<file path="src/rtl/mem_loader_if.sv">
// rtl/mem_loader_if.sv - byte-serial load stream interface for mem_loader
//
// Purpose: groups the valid/ready byte stream that feeds mem_loader.
// Signals:
//    rx_valid  source offers a byte on rx_data
//    rx_data   8-bit load byte
//    rx_ready  sink accepts; transfer when rx_valid && rx_ready at a rising edge
// Modports:
//    master  byte source (drives rx_valid/rx_data)
//    slave   byte sink   (drives rx_ready), used by mem_loader
interface mem_loader_if;
   logic       rx_valid;
   logic [7:0] rx_data;
   logic       rx_ready;

   modport master (output rx_valid, output rx_data, input rx_ready);
   modport slave  (input rx_valid, input rx_data, output rx_ready);
endinterface

</file>
<file path="src/rtl/mem_loader.sv">
// rtl/mem_loader.sv - byte-serial loader for instruction and data memories
//
// Purpose: assembles little-endian 32-bit words from a byte stream, writes
// DEPTH words to instruction memory then DEPTH words to data memory, holds the
// core in reset during the load, then releases it after a 2-cycle settle.
// Optional build macro MEM_LOADER_CHECKSUM_EN adds a running XOR over all
// payload bytes and one trailing checksum byte that must match it.
// Ports:
//    clk          only clock, rising edge
//    rst          synchronous active-high reset
//    rx           mem_loader_if.slave byte stream (rx_valid/rx_data/rx_ready)
//    instr_we     instruction-memory write strobe (one cycle per word)
//    instr_waddr  instruction-memory word address
//    instr_wdata  instruction-memory write word
//    data_we      data-memory write strobe (one cycle per word)
//    data_waddr   data-memory word address
//    data_wdata   data-memory write word
//    core_rst_n   active-low core reset, 1 only in RUN
//    done         load complete, core running
//    err          checksum mismatch (always 0 without the macro)
module mem_loader #(
   parameter int DEPTH = 32,
   parameter int WIDTH = 32,
   localparam int AW = $clog2(DEPTH)
) (
   input  logic             clk,
   input  logic             rst,
   mem_loader_if.slave      rx,
   output logic             instr_we,
   output logic [AW-1:0]    instr_waddr,
   output logic [WIDTH-1:0] instr_wdata,
   output logic             data_we,
   output logic [AW-1:0]    data_waddr,
   output logic [WIDTH-1:0] data_wdata,
   output logic             core_rst_n,
   output logic             done,
   output logic             err
);

   typedef enum logic [2:0] {
      LOAD_I,
      LOAD_D,
`ifdef MEM_LOADER_CHECKSUM_EN
      CHECK,
`endif
      RELEASE,
      RUN,
      ERROR
   } state_t;

   state_t        state;
   logic [1:0]    bcnt;
   logic [AW-1:0] wcnt;
   logic [23:0]   asm_buf;
   logic          rel_cnt;
   logic          ready;
   logic          accept;
   logic [31:0]   word;
   logic          last_word;

`ifdef MEM_LOADER_CHECKSUM_EN
   logic [7:0]    csum;
   logic          err_q;
   assign err = err_q;
`else
   assign err = 1'b0;
`endif

   always_comb begin
      ready = 1'b0;
      case (state)
         LOAD_I, LOAD_D: ready = 1'b1;
`ifdef MEM_LOADER_CHECKSUM_EN
         CHECK:          ready = 1'b1;
`endif
         default:        ready = 1'b0;
      endcase
   end

   assign rx.rx_ready = ready;
   assign accept      = ready & rx.rx_valid;
   // The 4th byte goes straight into the top lane, so the word is written on
   // the accepting edge with no extra assembly cycle.
   assign word        = {rx.rx_data, asm_buf};
   assign last_word   = (wcnt == AW'(DEPTH - 1));

   always_ff @(posedge clk) begin
      if (rst) begin
         state       <= LOAD_I;
         bcnt        <= 2'd0;
         wcnt        <= '0;
         asm_buf     <= '0;
         rel_cnt     <= 1'b0;
         instr_we    <= 1'b0;
         instr_waddr <= '0;
         instr_wdata <= '0;
         data_we     <= 1'b0;
         data_waddr  <= '0;
         data_wdata  <= '0;
         core_rst_n  <= 1'b0;
         done        <= 1'b0;
`ifdef MEM_LOADER_CHECKSUM_EN
         csum        <= 8'd0;
         err_q       <= 1'b0;
`endif
      end else begin
         instr_we <= 1'b0;
         data_we  <= 1'b0;
         case (state)
            LOAD_I, LOAD_D: begin
               if (accept) begin
                  bcnt <= bcnt + 2'd1;
`ifdef MEM_LOADER_CHECKSUM_EN
                  csum <= csum ^ rx.rx_data;
`endif
                  case (bcnt)
                     2'd0: asm_buf[7:0]   <= rx.rx_data;
                     2'd1: asm_buf[15:8]  <= rx.rx_data;
                     2'd2: asm_buf[23:16] <= rx.rx_data;
                     default: begin
                        if (state == LOAD_I) begin
                           instr_we    <= 1'b1;
                           instr_waddr <= wcnt;
                           instr_wdata <= WIDTH'(word);
                        end else begin
                           data_we     <= 1'b1;
                           data_waddr  <= wcnt;
                           data_wdata  <= WIDTH'(word);
                        end
                        if (last_word) begin
                           wcnt <= '0;
                           if (state == LOAD_I) begin
                              state <= LOAD_D;
                           end else begin
`ifdef MEM_LOADER_CHECKSUM_EN
                              state <= CHECK;
`else
                              state <= RELEASE;
`endif
                           end
                        end else begin
                           wcnt <= wcnt + AW'(1);
                        end
                     end
                  endcase
               end
            end
`ifdef MEM_LOADER_CHECKSUM_EN
            CHECK: begin
               if (accept) begin
                  if (rx.rx_data == csum) begin
                     state <= RELEASE;
                  end else begin
                     state <= ERROR;
                     err_q <= 1'b1;
                  end
               end
            end
`endif
            // Two cycles in RELEASE: rel_cnt is 0 on entry, 1 on the second.
            RELEASE: begin
               if (rel_cnt) begin
                  state      <= RUN;
                  core_rst_n <= 1'b1;
                  done       <= 1'b1;
               end else begin
                  rel_cnt <= 1'b1;
               end
            end
            default: ;  // RUN and ERROR hold until rst
         endcase
      end
   end

endmodule

</file>
<file path="src/flat_wrapper.sv">
// flat-port wrapper written by rule: the top's interface ports become plain ports
module mem_loader_flat 
#(
   parameter int DEPTH = 32,
   parameter int WIDTH = 32,
   localparam int AW = $clog2(DEPTH)
)
  (clk, rst, instr_we, instr_waddr, instr_wdata, data_we, data_waddr, data_wdata, core_rst_n, done, err, rx_rx_valid, rx_rx_data, rx_rx_ready);
  mem_loader_if rx_i ();
  input  logic clk;
  input  logic rst;
  output logic instr_we;
  output logic [AW-1:0] instr_waddr;
  output logic [WIDTH-1:0] instr_wdata;
  output logic data_we;
  output logic [AW-1:0] data_waddr;
  output logic [WIDTH-1:0] data_wdata;
  output logic core_rst_n;
  output logic done;
  output logic err;
  input wire logic [$bits(rx_i.rx_valid)-1:0] rx_rx_valid;
  input wire logic [$bits(rx_i.rx_data)-1:0] rx_rx_data;
  output wire logic [$bits(rx_i.rx_ready)-1:0] rx_rx_ready;
  assign rx_i.rx_valid = rx_rx_valid;
  assign rx_i.rx_data = rx_rx_data;
  assign rx_rx_ready = rx_i.rx_ready;
  mem_loader #(.DEPTH(DEPTH), .WIDTH(WIDTH)) u_core (.clk(clk), .rst(rst), .rx(rx_i), .instr_we(instr_we), .instr_waddr(instr_waddr), .instr_wdata(instr_wdata), .data_we(data_we), .data_waddr(data_waddr), .data_wdata(data_wdata), .core_rst_n(core_rst_n), .done(done), .err(err));
endmodule
</file>
<file path="config.mk">
export PLATFORM = sky130hd
export DESIGN_NAME = mem_loader_flat
export DESIGN_NICKNAME = d
export VERILOG_FILES = /design/src/rtl/mem_loader_if.sv /design/src/rtl/mem_loader.sv /design/src/flat_wrapper.sv
export SDC_FILE = /design/constraint.sdc
export NUM_CORES = 1
export LEC_CHECK = 0
export CAP_MARGIN = 20
export CORE_MARGIN = 2
export CORE_UTILIZATION = 30
export CTS_CLUSTER_SIZE = 30
export DETAILED_ROUTE_END_ITERATION = 7
export HOLD_SLACK_MARGIN = 0.15
export PLACE_DENSITY_LB_ADDON = 0.25
export RECOVER_POWER = 100
export SYNTH_ARGS = -nofsm -noshare
export SYNTH_HDL_FRONTEND = slang
export SYNTH_SLANG_ARGS = --single-unit
</file>
<file path="constraint.sdc">
create_clock -name clk -period 2.3 [get_ports clk]
set_clock_uncertainty 0.2 [all_clocks]
set_input_delay 0.23 -clock clk [delete_from_list [all_inputs] [get_ports clk]]
set_output_delay 0.23 -clock clk [all_outputs]
set_load 0.02 [all_outputs]
</file>
==> results of run 1 <==
-- sequential cells by signal, summed over array words and instances, names as in the netlist, 2 cells and up --
signal / flops
u_core.wcnt: 5
u_core.bcnt: 2
u_core.data_wdata: 32
u_core.instr_waddr: 5
u_core.data_waddr: 5
u_core.asm_buf: 24
u_core.instr_wdata: 32
u_core.state: 2
-- worst max-delay path, delay by kind of cell (launching register included) --
kind	cells	cell delay, ns
buffers and inverters	2	0.77
flip-flops	1	0.50
-- through the flow --
stage	util (%)	cell area, sq um
2_1_floorplan	-	4050
5_1_grt	40.4	5350
3_5_place_dp	38.6	5110
3_3_place_gp	38.6	5110
6_report	40.4	5350
4_1_cts	40.8	5410
-- cell usage after synthesis, types with 2 or more instances --
cell	instances
sky130_fd_sc_hd__clkbuf_1	14
sky130_fd_sc_hd__nand3b_1	3
sky130_fd_sc_hd__a21oi_1	80
sky130_fd_sc_hd__mux2i_1	27
sky130_fd_sc_hd__buf_4	6
sky130_fd_sc_hd__inv_1	4
sky130_fd_sc_hd__dfxtp_1	111
sky130_fd_sc_hd__buf_2	14
sky130_fd_sc_hd__nand2_1	149
sky130_fd_sc_hd__ha_1	6
sky130_fd_sc_hd__nor2b_1	2
sky130_fd_sc_hd__nor2_1	32
sky130_fd_sc_hd__o21ai_0	2
-- per-layer routing --
layer / part of all wire (%) / global-route usage (%)
met5: 0 / 0
met4: 1.3 / 5.01
met3: 4.9 / 3.92
met2: 47 / 23.2
met1: 47 / 19.6
-- final cells by class --
| type | count | area [sq um] | area share, % |
|---|---|---|---|
| Sequential cell | 111 | 2220 | 41.6 |
| Clock buffer | 13 | 250 | 4.68 |
| Inverter | 4 | 15.0 | 0.281 |
| Multi-Input combinational cell | 320 | 1630 | 30.4 |
| Clock inverter | 3 | 42.5 | 0.796 |
| Timing Repair Buffer | 101 | 970 | 18.1 |
| Tap cell | 176 | 220 | 4.12 |
-- worst max-delay path by stage --
| stage | start | to | slack [ns] | cells after the start |
|---|---|---|---|---|
| detailed placement | rx_rx_valid | u_core.wcnt[2] | 0.19 | 4 |
| global placement | rx_rx_valid | u_core.wcnt[2] | 0.22 | 4 |
| finish | u_core.state[1] | rx_rx_ready | 0.26 | 2 |
| floorplan | u_core.wcnt[0] | u_core.wcnt[3] | 0.44 | 5 |
| CTS | u_core.wcnt[0] | u_core.wcnt[3] | 0.27 | 5 |
| global route | u_core.bcnt[1] | u_core.data_wdata[5] | 0.12 | 5 |
-- kinds of logic after synthesis --
group | after synthesis | share of synthesized area [%]
other cells | 1 | 0.0925
fa+ha+maj | 6 | 1.85
xor+xnor | 1 | 0.216
buf+inv | 40 | 4.88
flops | 111 | 54.8
simple gates | 200 | 20.8
compound gates | 85 | 10.7
mux | 27 | 6.67
-- power by group through the flow --
stage | clock network (mW) | registers, mW | logic (mW)
final | 1.54 | 1.97 | 0.177
after global routing | 1.67 | 1.97 | 0.197
after CTS | 1.58 | 1.97 | 0.188
after detailed placement | 0 | 2.02 | 0.188
after global placement | 0 | 2.01 | 0.185
after floorplan | 0 | 2.01 | 0.116
==> summary.md, run 1 <==
| Metric | Value |
|---|---|
| Final hold violation count | 0 |
| CP endpoint kind | primary output |
| Aggregate routed wire length | 10300 microns |
| Setup CP Type | reg2out |
| Post-DP HPWL | 6940 microns |
| Post-synthesis area per instance | 8.61 sq um |
| Critical-path cell list | inv_1, dlygate4sd3_1 |
| Share of synthesized area occupied by flip-flops and latches | 54.8% |
| Net count, final | 564 |
| Post-synth ARST share | 0% |
| Worst-case register-to-register setup slack | 0.27 ns |
| Violation count after the first detailed-route iteration | 228 |
| Most common cell after layout, fill and taps aside | sky130_fd_sc_hd__nand2_1 |
| Area leader, netlist | sky130_fd_sc_hd__dfxtp_1 |
| GR Overflow Total | 0 |
| Arrival @ worst endpoint | 1.61 ns |
| Worst reg-to-reg path cell count | 5 |
| Standby leakage power | 2.23 nW |
| Antenna viol nets, final | 0 |
| Commonest register cell after synthesis | sky130_fd_sc_hd__dfxtp_1 |
| Seq pwr share | 53.4% |
| Die X | 120 microns |
| GR Util All Layers | 14.7% |
| Antenna Cells | 0 |
| Initial cell density of the core | 30.6% |
| Bufs on Longest Clock Path | 2 |
| Number of global-route vias before repair | 3146 |
| CTS tree | yes |
| Power density relative to cell area | 691 nW/um^2 |
| Number of filler cells placed in the layout | 1371 |
| Pint | 2.89 mW |
| Min-Delay Startpoint | rst |
| Post-Place Setup Slack | 0.188 ns |
| Final clock period utilization by the worst path | 88.9% |
| Post-CTS setup buffer count | 0 |
| Slew of the pin with the lowest slew margin | 0.705 ns |
| Detail-routed net length per standard cell | 14.1 microns |
| Final count of pins violating max slew | 0 |
| Count of pins on the block boundary | 91 |
| Required time of the worst setup path | 1.87 ns |
| Area enclosed by the die boundary | 14500 sq um |
| Number of standard-cell rows in the floorplan | 42 |
| RSZ-0062 raised after global routing | false |
| DR pass1 iterations | 6 |
| Initial antenna violation count | 0 |
| Number of synthesized register bits | 111 |
| Total of cells resized after clock tree synthesis | 0 |
| Floorplan core area | 13200 sq um |
| Area growth from synthesis to layout | 31.9% |
| Synthesized Nets | 488 |
| Critical path peak fanout | 12 |
| Via Count | 3369 |
| Port-buffer cells | 89 |
| Wire length of the first global-routing pass | 16500 microns |
| Comb power frac | 4.8% |
| Final Non-Filler Cells | 728 |
| Layout cell share with drive strength beyond 1 | 4.71% |
| Htree depth | 3 |
| F_max | 489 MHz |
| Placed Cells | 712 |
| Power share of the clock group | 41.8% |
| Crit path setup slack, layout | 0.255 ns |
| Synth warn | 0 |
| Final setup violation count | 0 |
| Clk pin slew, worst setup/hold paths | 0.06 ns |
| Die height | 120 microns |
| Synth top area share | 54.8% |
| Worst-case hold slack | 0.193 ns |
| Skew-Pair Late Insertion Delay | 0.35 ns |
| Total of hold buffers inserted after clock tree synthesis | 0 |
| Status | complete, no violations |
| Synth Instances | 471 |
| Most frequent cells in the layout | sky130_fd_sc_hd__nand2_1, sky130_fd_sc_hd__dfxtp_1, sky130_fd_sc_hd__a21oi_1, sky130_fd_sc_hd__dlygate4sd3_1, sky130_fd_sc_hd__nor2_1 |
| Cell with the biggest individual delay on the critical path | sky130_fd_sc_hd__dlygate4sd3_1 |
| Switching Fraction | 21.7% |
| Number of max-cap violations | 0 |
| Root buffer cell | sky130_fd_sc_hd__clkbuf_16 |
| Number of buffers created by CTS | 9 |
| Netlist cell types | 34 |
| Post-layout minimum cycle time | 2.04 ns |
| Count of cells along the worst hold path | 2 |
| Worst min-delay path class | in2reg |
| Hold-critical path endpoint | u_core.rel_cnt |
| Category of the worst setup path launch point | flop |
| Routability Congestion | 0.773 |
| Via density per instance | 4.63 |
| Normalized max-slew margin | 53.0% |
| Cell Area, Synth | 4050 sq um |
| Pin count of the biggest net entering global routing | 68 |
| Switch Pwr | 801 uW |
| Post-synth EDFFs | 0 |
| Reg-to-reg endpoint | u_core.wcnt[3] |
| Biggest area contributors in the synthesized netlist | sky130_fd_sc_hd__dfxtp_1, sky130_fd_sc_hd__nand2_1, sky130_fd_sc_hd__a21oi_1, sky130_fd_sc_hd__mux2i_1, sky130_fd_sc_hd__nor2_1 |
| PnR Total Power | 3.69 mW |
| Worst IR drop on VDD | 0.000274 V |
| Crit Reg-Reg Startpoint | u_core.wcnt[0] |
| DRC viols | 0 |
| TritonCTS Sinks | 111 |
| Setup TNS after final layout | 0 ns |
| Max stage delay on crit path | 0.66 ns |
Power figures use the tool's default switching activity.
==> inputs of run 2 (changes only) <==
- CORE_UTILIZATION: 30 -> 50
==> run 2 against run 1 <==
  * Sequential power about the same
  * Critical path depth is 3 higher
  * Final area decreased by 2.6%
  * Clock power down 18%
  * Non-clock buffer count up 1
  * Global-route usage up 8.0 points
  * Critical endpoint is now u_core.wcnt[3]
  * Largest cell class unchanged
==> summary.md, run 2 (same netlist as run 1, synthesis figures left out) <==
| Metric | Value |
|---|---|
| Status | complete, no violations |
| Routability Congestion | 0.771 |
| Min-Delay Startpoint | u_core.instr_wdata[12] |
| Category of the worst setup path launch point | flop |
| CTS tree | yes |
| Post-CTS setup buffer count | 0 |
| Aggregate routed wire length | 9620 microns |
| Via density per instance | 5.19 |
| Largest registers in the final layout | u_core.data_wdata x32, u_core.instr_wdata x32, u_core.asm_buf x24 |
| Count of pins on the block boundary | 91 |
| F_max | 486 MHz |
| Via Count | 3398 |
| Antenna viol nets, final | 0 |
| Detail-routed net length per standard cell | 14.7 microns |
| Count of cells along the worst hold path | 2 |
| Number of filler cells placed in the layout | 669 |
| Post-layout minimum cycle time | 2.06 ns |
| Violation count after the first detailed-route iteration | 138 |
| Final setup violation count | 0 |
| Critical path peak fanout | 7 |
| Worst reg-to-reg path cell count | 5 |
| Worst IR drop on VDD | 0.000361 V |
| Post-DP HPWL | 6390 microns |
| Number of buffers created by CTS | 9 |
| Standby leakage power | 2.23 nW |
| Initial antenna violation count | 0 |
| Critical Path Start | u_core.wcnt[0] |
| Placed Cells | 638 |
| GR Overflow Total | 0 |
| Slew of the pin with the lowest slew margin | 0.682 ns |
| Final hold violation count | 0 |
| Die height | 94.0 microns |
| Dominant cell type by count on the critical path | sky130_fd_sc_hd__ha_1 |
| Area growth from synthesis to layout | 28.4% |
| Port-buffer cells | 89 |
| Worst-case hold slack | 0.255 ns |
| Most frequent cells in the layout | sky130_fd_sc_hd__nand2_1, sky130_fd_sc_hd__dfxtp_1, sky130_fd_sc_hd__dlygate4sd3_1, sky130_fd_sc_hd__a21oi_1, sky130_fd_sc_hd__nor2_1 |
| RSZ-0062 raised after global routing | false |
| Total of cells resized after clock tree synthesis | 0 |
| Htree depth | 3 |
| Most common cell after layout, fill and taps aside | sky130_fd_sc_hd__nand2_1 |
| Root buffer cell | sky130_fd_sc_hd__clkbuf_8 |
| Normalized max-slew margin | 54.5% |
| Area of the multi-input gates | 1630 sq um |
| Cell with the biggest individual delay on the critical path | sky130_fd_sc_hd__or4_1 |
| DR pass1 iterations | 4 |
| Area taken by flip-flops and latches | 2220 sq um |
| Setup CP Type | reg2reg |
| Net count, final | 565 |
| Skew-Pair Late Insertion Delay | 0.35 ns |
| Power density relative to cell area | 656 nW/um^2 |
| Arrival @ worst endpoint | 2.14 ns |
| GR Util All Layers | 22.7% |
| Number of max-cap violations | 0 |
| Critical-path cell list | ha_1, and3_1, ha_1, or4_1, a21oi_1 |
| Floorplan core area | 7810 sq um |
| CP endpoint kind | flop |
| Number of standard-cell rows in the floorplan | 32 |
| Die X | 94.0 microns |
| Post-Place Setup Slack | 0.238 ns |
| Total of hold buffers inserted after clock tree synthesis | 1 |
| Clk pin slew, worst setup/hold paths | 0.10 ns |
| TritonCTS Sinks | 111 |
| Wire length of the first global-routing pass | 15700 microns |
| Area enclosed by the die boundary | 8840 sq um |
| Initial cell density of the core | 51.9% |
| Pin count of the biggest net entering global routing | 63 |
| Number of global-route vias before repair | 3149 |
| Max stage delay on crit path | 0.53 ns |
| DRC viols | 0 |
| Crit Reg-Reg Startpoint | u_core.wcnt[0] |
| Final clock period utilization by the worst path | 89.4% |
| Final count of pins violating max slew | 0 |
| Final Non-Filler Cells | 655 |
| Worst min-delay path class | reg2reg |
| Layout cell share with drive strength beyond 1 | 5.24% |
| Bufs on Longest Clock Path | 2 |
| Crit path setup slack, layout | 0.244 ns |
| Setup TNS after final layout | 0 ns |
| Required time of the worst setup path | 2.38 ns |
| Antenna Cells | 0 |
## run 2: path summary, 6_finish.rpt
path / to / slack [ns]
setup / recovery: u_core.wcnt[3] / 0.24
hold / removal: u_core.instr_wdata[12] / 0.25
setup reg to reg: u_core.wcnt[3] / 0.24
hold reg to reg: u_core.instr_wdata[12] / 0.25
## run 2: metrics by stage
stage               utilization (%)  instance area (sq um)  power (mW)
CTS                            67.0                   5230        3.44
floorplan                         -                   4050        2.13
detailed placement             64.0                   4990        2.20
global route                   66.7                   5200        3.55
global placement               64.0                   4990        2.19
finish                         66.7                   5200        3.42
## run 2: critical path, delay by kind of cell, from the launching register on
family	cells	cell delay, ns
AOI/OAI and AO/OA	1	0.15
adders and majority gates	2	0.52
DFF	1	0.39
and+or+nand+nor	2	0.72
## run 2: layout make-up
type | count | area share [%]
Tap cell | 102 | 2.45
Inverter | 4 | 0.288
Timing Repair Buffer | 102 | 18.9
Multi-Input combinational cell | 320 | 31.4
Clock buffer | 10 | 2.45
Sequential cell | 111 | 42.7
Clock inverter | 6 | 1.83
## run 2: per-layer routing
metal  up-vias  global-route usage, %  share of wire [%]
li1       1689                      -                  -
met5         -                      0                  0
met2        90                   35.7                 48
met4         0                   5.80               0.71
met3         4                   7.06                5.6
met1      1615                   30.6                 46
## run 2: where the power goes
| part | internal [mW] | total (mW) | switching (mW) |
|---|---|---|---|
| logic | 0.0683 | 0.177 | 0.109 |
| registers | 1.95 | 1.97 | 0.0227 |
| clock network | 0.622 | 1.27 | 0.644 |
